`src/rtl/uart_pkg.sv`:
```
// rtl/uart_pkg.sv - shared state encoding and register bit positions for the UART receive path
package uart_pkg;

  typedef enum logic [2:0] {
    ST_IDLE = 3'd0,
    ST_CAPT = 3'd1,
    ST_PUSH = 3'd2,
    ST_CLR  = 3'd3,
    ST_WAIT = 3'd4
  } rx_state_e;

  localparam int LSR_DONE = 0;
  localparam int LSR_OVR  = 1;
  localparam int LSR_PAR  = 2;
  localparam int LSR_FRM  = 3;

  localparam int STAT_NEMPTY = 0;
  localparam int STAT_OVR    = 1;
  localparam int STAT_PAR    = 2;
  localparam int STAT_FRM    = 3;
  localparam int STAT_TO     = 4;
  localparam int STAT_FULL   = 5;

  localparam int TIMEOUT_TICKS_DEF = 768;

endpackage

```
`src/rtl/uart_rx_timeout.sv`:
```
// rtl/uart_rx_timeout.sv - character-timeout tick counter with clear, hold at limit and pulse
module uart_rx_timeout #(
  parameter int TIMEOUT_TICKS = 768,
  parameter int TO_W          = 10
) (
  input  logic clock,
  input  logic reset,
  input  logic tick,
  input  logic enable,
  input  logic clear,
  output logic timeout_pulse
);

  localparam logic [TO_W-1:0] LIMIT    = TO_W'(TIMEOUT_TICKS);
  localparam logic [TO_W-1:0] LIMIT_M1 = TO_W'(TIMEOUT_TICKS - 1);

  logic [TO_W-1:0] cnt_q, cnt_d;

  // The count parks at LIMIT so the pulse fires once per idle period.
  always_comb begin
    cnt_d         = cnt_q;
    timeout_pulse = 1'b0;
    if (clear) begin
      cnt_d = '0;
    end else if (tick && enable && (cnt_q != LIMIT)) begin
      cnt_d         = cnt_q + TO_W'(1);
      timeout_pulse = (cnt_q == LIMIT_M1);
    end
  end

  always_ff @(posedge clock or posedge reset) begin
    if (reset) cnt_q <= '0;
    else       cnt_q <= cnt_d;
  end

endmodule

```
`src/rtl/uart_rx_ctrl.sv`:
```
// rtl/uart_rx_ctrl.sv - moves received bytes into the RX FIFO and folds errors, drops
// and character timeout into sticky status and a level interrupt
module uart_rx_ctrl
  import uart_pkg::*;
#(
  parameter int LVL_W         = 5,
  parameter int TIMEOUT_TICKS = TIMEOUT_TICKS_DEF,
  parameter int TO_W          = 10,
  parameter int DROP_W        = 8
) (
  input  logic              clock,
  input  logic              reset,
  input  logic              b_tick,
  input  logic [7:0]        rx_lsr,
  input  logic [7:0]        rx_data,
  output logic              rx_clear_flags,
  input  logic              fifo_full,
  input  logic              fifo_empty,
  input  logic [LVL_W-1:0]  fifo_level,
  input  logic              fifo_rd,
  output logic              fifo_wr,
  output logic [7:0]        fifo_wdata,
  input  logic              stat_rd,
  input  logic [2:0]        ier,
  input  logic [LVL_W-1:0]  rx_thresh,
  output logic [7:0]        stat,
  output logic [DROP_W-1:0] drop_count,
  output logic              irq
);

  rx_state_e         state_q, state_d;
  logic [7:0]        wdata_q, wdata_d;
  logic [2:0]        err_q, err_d;
  logic [3:0]        sticky_q, sticky_d;   // {timeout, framing, parity, overrun}
  logic [DROP_W-1:0] drop_q, drop_d;
  logic              irq_q, irq_d;
  logic              push_drop;
  logic              in_push;
  logic              to_pulse;
  logic [3:0]        sticky_set;

  always_comb begin
    state_d        = state_q;
    wdata_d        = wdata_q;
    err_d          = err_q;
    fifo_wr        = 1'b0;
    rx_clear_flags = 1'b0;
    push_drop      = 1'b0;
    in_push        = 1'b0;
    case (state_q)
      ST_IDLE: if (rx_lsr[LSR_DONE]) state_d = ST_CAPT;
      ST_CAPT: begin
        wdata_d = rx_data;
        err_d   = rx_lsr[LSR_FRM:LSR_OVR];
        state_d = ST_PUSH;
      end
      ST_PUSH: begin
        in_push   = 1'b1;
        fifo_wr   = !fifo_full;
        push_drop = fifo_full;
        state_d   = ST_CLR;
      end
      ST_CLR: begin
        rx_clear_flags = 1'b1;
        state_d        = ST_WAIT;
      end
      // Holding here until done falls keeps one byte from being pushed twice.
      ST_WAIT: if (!rx_lsr[LSR_DONE]) state_d = ST_IDLE;
      default: state_d = ST_IDLE;
    endcase
  end

  uart_rx_timeout #(
    .TIMEOUT_TICKS(TIMEOUT_TICKS),
    .TO_W         (TO_W)
  ) u_timeout (
    .clock        (clock),
    .reset        (reset),
    .tick         (b_tick),
    .enable       ((state_q == ST_IDLE) && !fifo_empty),
    .clear        (fifo_wr || fifo_rd || fifo_empty),
    .timeout_pulse(to_pulse)
  );

  // Set events are ORed after the read-clear so a same-cycle event survives.
  always_comb begin
    sticky_set = {to_pulse,
                  in_push & err_q[2],
                  in_push & err_q[1],
                  in_push & (err_q[0] | fifo_full)};
    sticky_d   = (stat_rd ? 4'b0000 : sticky_q) | sticky_set;

    drop_d = drop_q;
    if (stat_rd)                         drop_d = push_drop ? DROP_W'(1) : '0;
    else if (push_drop && drop_q != '1)  drop_d = drop_q + DROP_W'(1);

    irq_d = (ier[0] && (fifo_level >= rx_thresh)) ||
            (ier[1] && (|sticky_q[2:0])) ||
            (ier[2] && sticky_q[3]);
  end

  always_ff @(posedge clock or posedge reset) begin
    if (reset) begin
      state_q  <= ST_IDLE;
      wdata_q  <= '0;
      err_q    <= '0;
      sticky_q <= '0;
      drop_q   <= '0;
      irq_q    <= 1'b0;
    end else begin
      state_q  <= state_d;
      wdata_q  <= wdata_d;
      err_q    <= err_d;
      sticky_q <= sticky_d;
      drop_q   <= drop_d;
      irq_q    <= irq_d;
    end
  end

  assign fifo_wdata = wdata_q;
  assign drop_count = drop_q;
  assign irq        = irq_q;
  assign stat       = {2'b00, fifo_full, sticky_q, !fifo_empty};

endmodule

```
`config.mk`:
```
export PLATFORM = sky130hd
export DESIGN_NAME = uart_rx_ctrl
export DESIGN_NICKNAME = d
export VERILOG_FILES = /design/src/rtl/uart_pkg.sv /design/src/rtl/uart_rx_timeout.sv /design/src/rtl/uart_rx_ctrl.sv
export SDC_FILE = /design/constraint.sdc
export NUM_CORES = 1
export LEC_CHECK = 0
export ABC_AREA = 0
export BUFFER_PORTS_ARGS = -buffer_cell sky130_fd_sc_hd__buf_2
export CAP_MARGIN = 0
export CORE_UTILIZATION = 45
export CTS_CLUSTER_DIAMETER = 100
export CTS_CLUSTER_SIZE = 8
export DETAILED_ROUTE_END_ITERATION = 16
export PLACE_DENSITY = 0.72
export SYNTH_ARGS = -nofsm -noshare
export SYNTH_HDL_FRONTEND = slang
export SYNTH_SLANG_ARGS = --single-unit
```
`constraint.sdc`:
```
create_clock -name clock -period 3 [get_ports clock]
set_clock_uncertainty 0.1 [all_clocks]
set_input_delay 0.15 -clock clock [delete_from_list [all_inputs] [get_ports clock]]
set_output_delay 0.15 -clock clock [all_outputs]
set_load 0.02 [all_outputs]
```
==> results.txt <==
beginning of the worst register-to-register path - state_q[1]
library cell with the largest summed area after synthesis - dfrtp_1
largest driver fanout on the critical path - 13
Post-synth EDFFs - 0
# resized after CTS - 0
largest incremental delay on the critical path - 570 ps
antenna diode instance count - 0
Critical Path, Cell by Cell - or4b_4, or3_4, or4_1, a21oi_1
TritonCTS clock tree - built
register clock-pin slew on the reported worst setup and hold paths - 80 ps
Setup-failing EPs final - 0
drt initial violations - 78
Total Die Area - 4665 um2
largest net degree at the start of global routing - 23
clock latency reported for the late side of the worst-skew pair - 290 ps
final-layout worst hold slack - 9.049 ps
post-route antenna net violation count - 0
Synth Area per Inst - 10.25 um2
max-cap violation count - 0
H-tree level count - 2
status - completed
global-route wire length before repair - 6520 um
f_max - 437.3 MHz
Vias per Instance - 5.389
final count of pins violating max slew - 0
most used cells in the layout excluding fill and tap cells - buf_2 (56), dfrtp_1 (37), inv_1 (14), nor2_1 (13), dlygate4sd3_1 (12)
initial antenna violation count - 0
fraction of layout instances using a drive strength above 1 - 0.3180
peak ir drop on the vdd network - 0.0005076 V
number of port buffers - 56
type of origin of the critical path - register
path depth of the worst reg2reg path - 4
GP Congestion - 0.8886
Final period util - 0.7622
actual transition at the worst max-transition pin - 856.1 ps
Post-Route Utilization - 0.6102
clock buffers created by TritonCTS - 5
wire length after detailed routing - 4094 um
WP buf/inv - 0
routed wire length per instance - 13.16 um
row count - 23
distinct cell type count of the synthesized netlist - 46
worst hold-check path type - input pin to register
Syn Inst Count - 193
kind of capture point of the worst setup path - register
cell leakage power - 1.188 nW
headroom to the max-slew limit - 0.4287
Root Buffer Master - clkbuf_8
sum of negative setup slack - 0 ps
final net count - 304
cell types with the largest area share after synthesis - dfrtp_1 (47%), mux2_2 (6.3%), ha_1 (5.1%)
arrival time worst endpoint - 2400 ps
minimum setup slack in the final design - 713.4 ps
total number of yosys warnings - 0
number of synthesized register bits - 37
clock sink total - 37
Reg-to-Reg End - u_timeout.cnt_q[9]
GRT Resource Usage Total - 0.1950
CP top delay family - simple AND/OR/NAND/NOR gates
sequential-to-total area share from yosys stat - 0.4681
chip width - 68.30 um
Required @ worst endpoint - 3120 ps
number of vias after detailed routing - 1676
clock period minus worst slack - 2287 ps
most instantiated flip-flop cell in the synthesis netlist - dfrtp_1
R2R setup slack - 710 ps
HPWL reported at the end of detailed placement - 2907 um
GRT overflow - 0
Crit path depth - 4
post-synthesis instance area - 1978 um2
core area - 4115 um2
top cell type's share of synthesized area - 0.4681
floorplan die height - 68.30 um
Remaining DRCs - 0
pre-CTS worst setup slack - 715.7 ps
proportion of synthesized flip-flops having asynchronous set or reset - 1.000
crit path launch - state_q[1]
overall power after layout - 1.786 mW
I/O pin count - 63
via count of the first global-routing pass - 1472
Initial Utilization - 0.4807
total power per unit cell area - 711.0 nW/um2
worst setup path class - register to register
most common cell after layout, fill and taps aside - buf_2
maximum buffer depth of the clock tree - 2
number of iterations in the first detailed-routing pass - 4
capturing instance or port of the critical path - u_timeout.cnt_q[9]
slowest cell on the critical path - or4b_4
setup repair after global routing missed its margin - no
Layout Area Growth over Synthesis - 26.95%
Final Hold Violating Endpoints - 0
-- power by group --
| group | switching, mW | internal [mW] | leakage [nW] |
|---|---|---|---|
| Clock | 0.178 | 0.249 | 0.0543 |
| Sequential | 0.105 | 0.628 | 0.483 |
| Combinational | 0.335 | 0.290 | 0.650 |
-- cell families (layout without fill, tap and decap cells) --
logic type / after synthesis / in the layout / share of synthesized area
AOI/OAI and AO/OA: 28 / 28 / 0.08666
xor gates and xnor gates: 7 / 7 / 0.03099
adders and majority gates: 8 / 8 / 0.05060
buffers and inverters: 25 / 92 / 0.05882
DFF: 37 / 37 / 0.4681
muxes: 14 / 14 / 0.07780
other: 1 / 2 / 0.001896
and+or+nand+nor: 73 / 73 / 0.2252
-- Yosys cell counts, types with 4 or more instances --
| library cell | number |
|---|---|
| dfrtp_1 | 37 |
| a21oi_1 | 8 |
| clkbuf_1 | 6 |
| nand3_1 | 9 |
| inv_1 | 14 |
| nor3_1 | 4 |
| nor2_1 | 13 |
| ha_1 | 8 |
| nand4_1 | 4 |
| buf_4 | 4 |
| o21ai_0 | 8 |
| xnor2_1 | 6 |
| nand2_1 | 9 |
| nor4b_1 | 4 |
| nor4_1 | 4 |
| mux2_2 | 11 |
-- worst min-delay path by stage --
stage                     startpoint                 end  slack (ps)  cells past startpoint
after floorplan            rx_lsr[0]          state_q[0]         170                      1
after global placement         reset  u_timeout.cnt_q[2]         270                      2
after detailed placement       reset          state_q[2]         270                      2
after CTS                 rx_data[7]       fifo_wdata[7]           3                      2
after global routing      rx_data[7]       fifo_wdata[7]           5                      2
final                     rx_data[7]       fifo_wdata[7]           9                      2
-- stage by stage --
stage	cell area, um2	std cells
floorplan	1982	194
global placement	2276	291
detailed placement	2276	291
CTS	2511	311
global route	2511	311
finish	2511	311
-- worst reg2reg max path, delay by kind of cell, from the launching register on --
family | cells | cell delay, ps
compound gates | 1 | 140
flops | 1 | 510
simple gates | 3 | 1470
-- registers in the layout (all words and copies together) (netlist names) --
register / flops
state_q: 3
u_timeout.cnt_q: 10
drop_count: 8
irq: 1
sticky_q: 4
err_q: 3
fifo_wdata: 8
-- layer usage --
layer / vias to the layer above / GRT usage / part of all wire
li1: 817 / - / -
met1: 800 / 0.2419 / 0.45
met2: 57 / 0.3174 / 0.48
met3: 2 / 0.06500 / 0.060
met4: 0 / 0.06250 / 0.0066
met5: - / 0 / 0
-- cell type report --
class	count	area, um2
Multi-Input combinational cell	132	939.7
Clock inverter	3	46.29
Inverter	14	52.55
Timing Repair Buffer	70	415.4
Tap cell	50	62.56
Sequential cell	37	925.9
Fill cell	354	1604
Clock buffer	5	68.82
-- what timing repair did --
item	in CTS	in global routing
setup buffers	0	0
endpoints found under the hold margin	32	0
hold buffers	12	0
setup endpoints to repair	0	0
No activity file was read; power rests on OpenSTA's default activity.
